**src/rtl/instr_sequencer.sv**
```systemverilog
// instr_sequencer
//   Multi-cycle control sequencer for a small accumulator machine. It fetches
//   9-bit instructions from a combinational ROM and drives the opcode, operand
//   and strobes for the ALU, accumulator and data memory. It also resolves
//   PC-relative branches against a two-bit flag register.
//
// Ports
//   clk      : system clock, rising edge active
//   reset_n  : asynchronous active-low reset
//   start    : level, starts a program run from IDLE or DONE
//   last_pc  : address of the final instruction of the program
//   instr    : ROM data at address pc ([8:5] opcode, [4:0] operand)
//   alu_z    : ALU zero flag for the op currently presented
//   alu_neg  : ALU negative flag for the op currently presented
//   pc       : instruction ROM address
//   op       : opcode to the ALU (held outside EXEC)
//   operand  : zero-extended 5-bit operand (held outside EXEC)
//   acc_we   : accumulator write strobe
//   mem_re   : data-memory read strobe
//   mem_we   : data-memory write strobe
//   done     : program finished, waiting for start
module instr_sequencer (
  input  logic       clk,
  input  logic       reset_n,
  input  logic       start,
  input  logic [9:0] last_pc,
  input  logic [8:0] instr,
  input  logic       alu_z,
  input  logic       alu_neg,
  output logic [9:0] pc,
  output logic [3:0] op,
  output logic [7:0] operand,
  output logic       acc_we,
  output logic       mem_re,
  output logic       mem_we,
  output logic       done
);

  localparam logic [2:0] StIdle    = 3'd0;
  localparam logic [2:0] StFetch   = 3'd1;
  localparam logic [2:0] StExec    = 3'd2;
  localparam logic [2:0] StMemWait = 3'd3;
  localparam logic [2:0] StDone    = 3'd4;

  localparam logic [3:0] kADD = 4'd0;
  localparam logic [3:0] kSUB = 4'd1;
  localparam logic [3:0] kAND = 4'd2;
  localparam logic [3:0] kXOR = 4'd3;
  localparam logic [3:0] kLDI = 4'd4;
  localparam logic [3:0] kSHL = 4'd5;
  localparam logic [3:0] kSHR = 4'd6;
  localparam logic [3:0] kLDR = 4'd7;
  localparam logic [3:0] kSTR = 4'd8;
  localparam logic [3:0] kMLD = 4'd9;
  localparam logic [3:0] kMST = 4'd10;
  localparam logic [3:0] kJMP = 4'd11;
  localparam logic [3:0] kBRN = 4'd12;
  localparam logic [3:0] kBRZ = 4'd13;
  localparam logic [3:0] kNOT = 4'd14;
  localparam logic [3:0] kCLR = 4'd15;

  logic [2:0] state_q, state_d;
  logic [9:0] pc_q, pc_d;
  logic [8:0] ir_q, ir_d;
  logic       zf_q, zf_d;
  logic       nf_q, nf_d;

  logic [3:0] irOpcode;
  logic       writesAcc;
  logic       writesMem;
  logic       readsMem;
  logic       keepsFlags;
  logic       branchTaken;
  logic [9:0] branchTarget;
  logic [9:0] pcNext;
  logic       atLast;

  // Decode of the latched instruction. The IR only changes at the end of
  // FETCH, so op/operand naturally hold their last values in every other state.
  always_comb begin
    irOpcode     = ir_q[8:5];
    writesAcc    = 1'b0;
    writesMem    = 1'b0;
    readsMem     = 1'b0;
    keepsFlags   = 1'b0;
    branchTaken  = 1'b0;
    case (irOpcode)
      kADD, kSUB, kAND, kXOR, kLDI, kSHL, kSHR, kNOT, kCLR: writesAcc = 1'b1;
      kSTR:    writesMem = 1'b1;
      kMST: begin
        writesMem  = 1'b1;
        keepsFlags = 1'b1;
      end
      kLDR, kMLD: readsMem = 1'b1;
      kJMP: begin
        branchTaken = 1'b1;
        keepsFlags  = 1'b1;
      end
      kBRN: begin
        branchTaken = nf_q;
        keepsFlags  = 1'b1;
      end
      kBRZ: begin
        branchTaken = zf_q;
        keepsFlags  = 1'b1;
      end
      default: ;
    endcase
    // 10-bit add wraps modulo 1024 for both the offset and the increment.
    branchTarget = pc_q + {{5{ir_q[4]}}, ir_q[4:0]};
    pcNext       = branchTaken ? branchTarget : (pc_q + 10'd1);
    atLast       = (pc_q == last_pc);
  end

  // Next-state and strobe logic. Strobes are a pure function of the current
  // state so an asynchronous reset clears them the moment state_q drops to IDLE.
  always_comb begin
    state_d = state_q;
    pc_d    = pc_q;
    ir_d    = ir_q;
    zf_d    = zf_q;
    nf_d    = nf_q;
    acc_we  = 1'b0;
    mem_re  = 1'b0;
    mem_we  = 1'b0;
    case (state_q)
      StIdle, StDone: begin
        if (start) begin
          state_d = StFetch;
          pc_d    = 10'd0;
        end
      end
      StFetch: begin
        ir_d    = instr;
        state_d = StExec;
      end
      StExec: begin
        acc_we = writesAcc;
        mem_we = writesMem;
        mem_re = readsMem;
        if (!keepsFlags) begin
          zf_d = alu_z;
          nf_d = alu_neg;
        end
        if (readsMem) begin
          state_d = StMemWait;
        end else if (atLast) begin
          // Completion wins over any branch: pc stays on last_pc.
          state_d = StDone;
        end else begin
          state_d = StFetch;
          pc_d    = pcNext;
        end
      end
      StMemWait: begin
        acc_we = 1'b1;
        mem_re = 1'b1;
        zf_d   = alu_z;
        nf_d   = alu_neg;
        if (atLast) begin
          state_d = StDone;
        end else begin
          state_d = StFetch;
          pc_d    = pc_q + 10'd1;
        end
      end
      default: state_d = StIdle;
    endcase
  end

  always_ff @(posedge clk or negedge reset_n) begin
    if (!reset_n) begin
      state_q <= StIdle;
      pc_q    <= 10'd0;
      ir_q    <= 9'd0;
      zf_q    <= 1'b0;
      nf_q    <= 1'b0;
    end else begin
      state_q <= state_d;
      pc_q    <= pc_d;
      ir_q    <= ir_d;
      zf_q    <= zf_d;
      nf_q    <= nf_d;
    end
  end

  assign pc      = pc_q;
  assign op      = ir_q[8:5];
  assign operand = {3'b000, ir_q[4:0]};
  assign done    = (state_q == StDone);

endmodule

```
**config.mk**
```make
export PLATFORM = sky130hd
export DESIGN_NAME = instr_sequencer
export DESIGN_NICKNAME = d
export VERILOG_FILES = /design/src/rtl/instr_sequencer.sv
export SDC_FILE = /design/constraint.sdc
export NUM_CORES = 1
export LEC_CHECK = 0
export ABC_AREA = 0
export ABC_CLOCK_PERIOD_IN_PS = 2350
export CORE_ASPECT_RATIO = 1.4
export CORE_MARGIN = 10
export CORE_UTILIZATION = 44
export DETAILED_ROUTE_END_ITERATION = 8
export GPL_TIMING_DRIVEN = 0
export PLACE_DENSITY_LB_ADDON = 0.05
export SLEW_MARGIN = 25
export SYNTH_ARGS = -nofsm -noshare
export SYNTH_HDL_FRONTEND = slang
export SYNTH_SLANG_ARGS = --single-unit
```
**constraint.sdc**
```tcl
create_clock -name clk -period 2.35 [get_ports clk]
set_input_delay 0.47 -clock clk [delete_from_list [all_inputs] [get_ports clk]]
set_output_delay 0.47 -clock clk [all_outputs]
set_load 0.1 [all_outputs]
```
==> results.sh, run 1 <==
export IMPL_status="completed"
export IMPL_relSlewSlack=0.3335
export IMPL_setup_viol=0
export IMPL_hpwl_mm=3.928
export IMPL_cts_made_buffers=3
export IMPL_synth_area_leaders="dfrtp_1 31%, ha_1 6.5%, xor2_1 5.9%"
export IMPL_gp_congestion=0.8029
export IMPL_die_area_um2=7441
export IMPL_critPathRequiredTime_ns=2.52
export IMPL_area_growth_pct=43.55
export IMPL_pre_cts_ws_ns=-0.3694
export IMPL_grt_pass1_vias=1832
export IMPL_setup_ws_ns=0.01621
export IMPL_yosysWarnings=0
export IMPL_port_buffers=46
export IMPL_grt_ovfl_total=0
export IMPL_routed_wl_mm=5.260
export IMPL_period_share=0.9931
export IMPL_cts_max_path_buffers=2
export IMPL_cp_common_cell="a21oi_2"
export IMPL_drt_iter0_markers=89
export IMPL_antenna_found_initial=0
export IMPL_crit_fanout=3
export IMPL_drive_above_1_share=0.2788
export IMPL_vias=1738
export IMPL_die_h_um=98.15
export IMPL_rows=28
export IMPL_synth_most_common_cell="dfrtp_1"
export IMPL_crit_path_start_kind="flop"
export IMPL_hold_violations=0
export IMPL_grt_max_degree=25
export IMPL_cts_root_buf="clkbuf_8"
export IMPL_initial_core_util=0.4528
export IMPL_grtUsageTotal=0.1464
export IMPL_num_fill_cells=369
export IMPL_synth_main_ff_cell="dfrtp_1"
export IMPL_path_class="flop to flop"
export IMPL_critPathArrivalTime_ns=2.51
export IMPL_drv_cap=0
export IMPL_end_kind="flop"
export IMPL_rsz0062_at_grt="true"
export IMPL_syn_area_um2=1919
export IMPL_fmax_mhz=428.5
export IMPL_yosysSeqAreaShare=0.3129
export IMPL_min_period_ns=2.334
export IMPL_synth_largest_area_cell="dfrtp_1"
export IMPL_ys_top_cells_by_count="24 x dfrtp_1, 16 x o21ai_1, 14 x nor2_1"
export IMPL_ios=50
export IMPL_cts_tree="done"
export IMPL_critPathMaxStageDelay_ns=0.51
export IMPL_ys_types=51
export IMPL_grt_pass1_wl_mm=8.680
export IMPL_antenna_cells=0
export IMPL_cts_sinks=24
export IMPL_ys_ff_latch=24
export IMPL_hp_class="input pin to asynchronous set/reset pin"
export IMPL_nNetsFinal=305
export IMPL_clkLatencyLatePin_ns=0.28
export IMPL_tightest_slew_ns=0.9967
export IMPL_syn_inst=208
export IMPL_detail_route_antenna_nets=0
export IMPL_htree_levels=1
export IMPL_async_flop_share=1.000
export IMPL_maxSlewViolCount=0
export IMPL_synth_top_cell_area_share=0.3129
export IMPL_skew_ns=0.003651
export IMPL_dr_pass1_iters=4
export IMPL_drcViolationCount=0
export IMPL_drt_wirelength_per_cell_um=15.99
export IMPL_die_w_um=75.82
export IMPL_clkTransAtPathRegs_ns=0.10
export IMPL_synth_edf_count=0
export IMPL_crit_chain="ha_4 > fa_2 > a21o_1 > a21oi_2 > a21oi_2 > o41ai_2 > xor2_1 > nor3_1 > a211o_1"
export IMPL_crit_path_top_delay_cell="dfrtp_4"
export IMPL_coreArea_um2=4239
export IMPL_viasPerCell=5.283
export IMPL_syn_avg_cell_area_um2=9.228
## placed cells by master, fill, tap and decap left out, types with 3 or more instances in the layout
master           instances
a21oi_1                 10
a22o_1                   3
ha_4                     4
xor2_1                  13
o21ai_1                 16
dfrtp_1                  7
mux2i_1                  3
dfrtp_2                  9
nand2_1                 10
nor3_1                   6
inv_1                    4
clkdlybuf4s50_1         26
conb_1                   3
dlygate4sd2_1           11
mux2_1                   9
nor2_1                  13
nor2b_1                  3
o21ai_0                  5
buf_2                   10
ha_1                     6
xnor2_1                  4
nor3b_1                  4
and3_1                   5
nand2b_1                 3
clkbuf_8                 3
mux2_2                   3
dlymetal6s2s_1           4
dfrtp_4                  8
buf_4                   12
nand3_1                  6
## repair_timing
action | CTS | global route
setup endpoints to repair | 17 | 17
setup buffers | 5 | 4
hold buffers | 0 | 0
pin swaps | 8 | 5
gates resized for setup | 27 | 13
## layer usage
metal  vias up  global-route usage  wire length [um]
li1        870                   -                 -
met1       812              0.1730              2296
met2        47              0.2395              2541
met3         9             0.04255               316
met4         0             0.05452               105
met5         -                   0                 0
## final timing paths
check,cells past startpoint,end,from,slack (ns)
worst max-delay path,9,pc[8],pc[0],0.02
worst min-delay path,1,ir_q[4],reset_n,0.18
worst max register to register,9,pc[8],pc[0],0.02
worst min register to register,1,zf_q,zf_q,0.53
max in group asynchronous,1,pc[1],reset_n,1.72
min in group clk,1,zf_q,zf_q,0.53
## worst max-delay path: cells and delay by family, from the launching register on
kind | cells | cell delay, ns
AO/OA/AOI/OAI | 5 | 0.94
AND/OR/NAND/NOR | 1 | 0.08
adder cells (fa/ha/maj) | 2 | 0.53
flip-flops | 1 | 0.51
XOR/XNOR | 1 | 0.18
## per-stage QoR
stage,hold WS [ns],std cells,TNS [ns],util,cell area [um2]
floorplan,0.1744,210,-0.4962,-,2053
global placement,0.4996,316,-2.498,0.6107,2589
detailed placement,0.5084,316,-2.308,0.6095,2584
CTS,0.2037,325,0,0.6302,2671
global route,0.2167,329,-0.2836,0.6499,2755
finish,0.1828,329,0,0.6499,2755
## kinds of logic after synthesis
logic type,share of synthesized area
AND/OR/NAND/NOR,0.1943
other,0.001954
flip-flops,0.3129
adder cells (fa/ha/maj),0.07562
AO/OA/AOI/OAI,0.1975
XOR/XNOR,0.07757
buffers and inverters,0.05410
multiplexers,0.08605
## sequential cells by signal (all words and copies together), names as in the netlist
name and cells:
pc 10, state_q 3, zf_q 1, nf_q 1, ir_q 9
## area by class of cell
type / instances / area, um2 / area share
Clock buffer: 3 / 41.29 / 0.01499
Multi-Input combinational cell: 168 / 1353 / 0.4909
Inverter: 5 / 18.77 / 0.006812
Timing Repair Buffer: 55 / 510.5 / 0.1853
Sequential cell: 24 / 641.9 / 0.2330
Tap cell: 60 / 75.07 / 0.02725
Clock inverter: 1 / 30.03 / 0.01090
Buffer: 13 / 85.08 / 0.03088
Power of run 1 is left out: the tool's default activity adds up to more than one toggle a clock period on the data nets, which glitch-free logic cannot reach.
==> run 2: changes to the inputs <==
--- a/config.mk
+++ b/config.mk
@@ -12,6 +12,7 @@
 export CORE_UTILIZATION = 44
 export DETAILED_ROUTE_END_ITERATION = 8
 export GPL_TIMING_DRIVEN = 0
+export MAX_ROUTING_LAYER = met4
 export PLACE_DENSITY_LB_ADDON = 0.05
 export SLEW_MARGIN = 25
 export SYNTH_ARGS = -nofsm -noshare
==> results.sh, run 2 (synthesis results as in run 1) <==
export IMPL_grt_pass1_wl_mm=8.673
export IMPL_maxSlewViolCount=0
export IMPL_routed_wl_mm=5.270
export IMPL_r2r_end="pc[9]"
export IMPL_vias=1758
export IMPL_die_h_um=98.15
export IMPL_worstReg2RegStart="ir_q[4]"
export IMPL_final_cell_mix="26 x clkdlybuf4s50_1, 16 x o21ai_1, 13 x xor2_1, 13 x nor2_1, 12 x buf_4"
export IMPL_crit_path_start_kind="flop"
export IMPL_crit_chain="ha_1 > o21ai_0 > o21ai_1 > a31oi_1 > xor2_1 > mux2_2 > o311ai_2"
export IMPL_crit_path_top_delay_cell="dfrtp_4"
export IMPL_fmax_mhz=428.4
export IMPL_relSlewSlack=0.3337
export IMPL_coreArea_um2=4239
export IMPL_hold_violations=0
export IMPL_hp_class="input pin to asynchronous set/reset pin"
export IMPL_cts_made_buffers=3
export IMPL_cts_sinks=24
export IMPL_detail_route_antenna_nets=0
export IMPL_port_buffers=46
export IMPL_clkLatencyLatePin_ns=0.28
export IMPL_htree_levels=1
export IMPL_reg2reg_depth=7
export IMPL_crit_buf_inv=0
export IMPL_drive_above_1_share=0.2788
export IMPL_critPathArrivalTime_ns=2.52
export IMPL_nNetsFinal=305
export IMPL_critPathCapture="pc[9]"
export IMPL_cts_root_buf="clkbuf_8"
export IMPL_setup_viol=0
export IMPL_multi_input_area_um2=1353
export IMPL_regArea_um2=641.9
export IMPL_hold_buffers=0
export IMPL_critPathMaxStageDelay_ns=0.54
export IMPL_viasPerCell=5.343
export IMPL_clkTransAtPathRegs_ns=0.09
export IMPL_end_kind="flop"
export IMPL_ios=50
export IMPL_num_fill_cells=369
export IMPL_path_depth=7
export IMPL_largest_reg_flops=10
export IMPL_gp_congestion=0.8145
export IMPL_area_growth_pct=43.55
export IMPL_placed_area_um2=2584
export IMPL_rsz0062_at_grt="true"
export IMPL_critPathRequiredTime_ns=2.53
export IMPL_crit_fanout=8
export IMPL_tightest_slew_ns=0.9963
export IMPL_dr_pass1_iters=4
export IMPL_status="completed"
export IMPL_grt_ovfl_total=0
export IMPL_drt_wirelength_per_cell_um=16.02
export IMPL_hpwl_mm=3.928
export IMPL_min_period_ns=2.334
export IMPL_drt_iter0_markers=108
export IMPL_cts_tree="done"
export IMPL_skew_ns=0.002258
export IMPL_antenna_found_initial=0
export IMPL_r2r_slack_ns=0.02
export IMPL_path_class="flop to flop"
export IMPL_grt_pass1_vias=1836
export IMPL_antenna_cells=0
export IMPL_mostFrequentLayoutCell="clkdlybuf4s50_1"
export IMPL_grtUsageTotal=0.1505
export IMPL_grt_max_degree=25
export IMPL_drv_cap=0
export IMPL_cts_max_path_buffers=2
export IMPL_die_area_um2=7441
export IMPL_drcViolationCount=0
export IMPL_critPathLaunch="ir_q[4]"
export IMPL_period_share=0.9933
export IMPL_initial_core_util=0.4528
export IMPL_final_area_um2=2755
export IMPL_rows=28
export IMPL_crit_family="compound AO/OA/AOI/OAI gates"
export IMPL_die_w_um=75.82
run 2: cell counts in the layout (fill, tap and decap cells not counted):
No cell type changed its count.
run 2: metal layers:
| layer | vias up | global-route usage | share of wire |
|---|---|---|---|
| met5 | - | - | 0 |
| met4 | 0 | 0.05452 | 0.019 |
| met3 | 9 | 0.03242 | 0.049 |
| met2 | 44 | 0.2395 | 0.49 |
| met1 | 834 | 0.1790 | 0.45 |
| li1 | 871 | - | - |
run 2: timing repair:
item | CTS | global route
setup endpoints to repair | 17 | 17
gates resized for setup | 27 | 13
pin swaps | 8 | 5
buffers inserted | 5 | 4
run 2: how the worst min path moves through the flow:
stage,startpoint,end,cells after the start
floorplan,reset_n,ir_q[3],0
global placement,ir_q[3],ir_q[3],1
detailed placement,reset_n,ir_q[4],1
CTS,reset_n,ir_q[6],1
global route,reset_n,ir_q[6],1
finish,reset_n,ir_q[4],1
run 2: final cells by class:
type,instances,share of cell area
clock inverter,1,0.01090
multi-input combinational,168,0.4909
clock buffer,3,0.01499
tap,60,0.02725
timing repair buffer,55,0.1853
buffer,13,0.03088
inverter,5,0.006812
sequential,24,0.2330
run 2: metrics by stage:
| step | hold slack, ns | cells | utilization | TNS, ns | worst slack, ns |
|---|---|---|---|---|---|
| 2_1_floorplan | 0.1744 | 210 | - | -0.4962 | -0.3033 |
| 3_3_place_gp | 0.4996 | 316 | 0.6107 | -2.498 | -0.3638 |
| 3_5_place_dp | 0.5084 | 316 | 0.6095 | -2.308 | -0.3694 |
| 4_1_cts | 0.2037 | 325 | 0.6302 | 0 | 0.0003011 |
| 5_1_grt | 0.2167 | 329 | 0.6499 | -0.2836 | -0.1432 |
| 6_report | 0.1821 | 329 | 0.6499 | 0 | 0.01574 |
Power of run 2 is left out for the same reason.
==> run 3: changes to the inputs <==
--- a/config.mk
+++ b/config.mk
@@ -11,7 +11,6 @@
 export CORE_MARGIN = 10
 export CORE_UTILIZATION = 44
 export DETAILED_ROUTE_END_ITERATION = 8
-export GPL_TIMING_DRIVEN = 0
 export MAX_ROUTING_LAYER = met4
 export PLACE_DENSITY_LB_ADDON = 0.05
 export SLEW_MARGIN = 25
==> results.sh, run 3 (synthesis results as in run 1) <==
export IMPL_cts_max_path_buffers=2
export IMPL_setup_ws_ns=0.007480
export IMPL_skew_ns=0.006009
export IMPL_critPathRequiredTime_ns=2.52
export IMPL_min_path_cells=1
export IMPL_routed_wl_mm=5.552
export IMPL_port_buffers=46
export IMPL_layoutNonFillerInstCount=331
export IMPL_setup_viol=0
export IMPL_viasPerCell=5.453
export IMPL_dr_pass1_iters=4
export IMPL_cts_made_buffers=3
export IMPL_detail_route_antenna_nets=0
export IMPL_mostFrequentLayoutCell="buf_4"
export IMPL_crit_path_start_kind="flop"
export IMPL_cts_root_buf="clkbuf_8"
export IMPL_ios=50
export IMPL_min_period_ns=2.343
export IMPL_die_w_um=75.82
export IMPL_rsz0062_at_grt="true"
export IMPL_hp_class="flop to flop"
export IMPL_htree_levels=1
export IMPL_nNetsFinal=307
export IMPL_reg2reg_depth=8
export IMPL_grt_pass1_wl_mm=9.025
export IMPL_crit_fanout=4
export IMPL_crit_family="compound AO/OA/AOI/OAI gates"
export IMPL_critPathArrivalTime_ns=2.51
export IMPL_coreArea_um2=4239
export IMPL_die_area_um2=7441
export IMPL_hpwl_mm=4.379
export IMPL_grt_pass1_vias=1894
export IMPL_pre_cts_ws_ns=-0.04972
export IMPL_clkLatencyLatePin_ns=0.27
export IMPL_clkTransAtPathRegs_ns=0.09
export IMPL_path_class="flop to flop"
export IMPL_cts_sinks=24
export IMPL_cts_setup_buffers=0
export IMPL_grtUsageTotal=0.1558
export IMPL_cts_tree="done"
export IMPL_antenna_cells=0
export IMPL_hold_violations=0
export IMPL_crit_buf_inv=0
export IMPL_vias=1805
export IMPL_period_share=0.9968
export IMPL_place_inst=327
export IMPL_crit_path_top_delay_cell="dfrtp_4"
export IMPL_path_depth=8
export IMPL_fmax_mhz=426.9
export IMPL_gp_congestion=0.8610
export IMPL_initial_core_util=0.4528
export IMPL_largest_reg_flops=10
export IMPL_die_h_um=98.15
export IMPL_drcViolationCount=0
export IMPL_grt_max_degree=25
export IMPL_area_growth_pct=44.20
export IMPL_drt_iter0_markers=170
export IMPL_maxSlewViolCount=0
export IMPL_drt_wirelength_per_cell_um=16.77
export IMPL_rows=28
export IMPL_drv_cap=0
export IMPL_end_kind="flop"
export IMPL_grt_ovfl_total=0
export IMPL_status="completed"
export IMPL_critPathMaxStageDelay_ns=0.52
export IMPL_crit_chain="ha_4 > a211o_1 > a211oi_2 > o21ai_1 > a31oi_1 > xor2_1 > mux2_2 > o311ai_2"
export IMPL_final_cell_mix="42 x buf_4, 23 x clkdlybuf4s50_1, 16 x o21ai_1"
export IMPL_antenna_found_initial=0
export IMPL_fin_setup_tns_ns=0
export IMPL_drive_above_1_share=0.3432
run 3: changes by cell type in the layout (fill, tap and decap cells not counted), moves of 2 or more:
cell / delta
buf_12: +5
buf_2: -10
buf_4: +30
buf_6: -2
clkbuf_4: -2
clkdlybuf4s50_1: -3
dlygate4sd2_1: -11
dlymetal6s2s_1: -4
run 3: path summary, 6_finish.rpt:
check	start	to	slack, ns
max reg2reg	ir_q[1]	pc[9]	0.007
min reg2reg	ir_q[3]	ir_q[3]	0.52
min in group asynchronous	reset_n	ir_q[4]	0.55
max in group asynchronous	reset_n	pc[3]	1.52
min	ir_q[3]	ir_q[3]	0.52
max	ir_q[1]	pc[9]	0.007
run 3: layout make-up:
class | count | area [um2]
tap | 60 | 75.07
sequential | 24 | 641.9
clock buffer | 3 | 41.29
inverter | 5 | 18.77
multi-input combinational | 168 | 1315
fill | 367 | 1471
clock inverter | 1 | 30.03
timing repair buffer | 70 | 645.6
run 3: metrics by stage:
stage	instance area, um2	util	hold slack (ns)
after global placement	2689	0.6343	0.5011
after floorplan	2053	-	0.1744
final	2768	0.6529	0.5209
after CTS	2760	0.6511	0.5260
after global routing	2768	0.6529	0.5502
after detailed placement	2689	0.6343	0.5053
run 3: routing by layer:
layer / GRT usage / up-vias / wire length (um)
met5: - / - / 0
li1: - / 876 / -
met2: 0.2618 / 46 / 2858
met1: 0.1819 / 874 / 2410
met3: 0.02229 / 9 / 179
met4: 0.05022 / 0 / 103
run 3: repair_timing:
action                                  in CTS  in global routing
hold buffers                                 0                  0
pin swaps                                    2                  0
resized for setup                            0                  1
gates cloned                                 0                  0
endpoints found under the setup margin       2                  2
Power of run 3 is left out for the same reason.
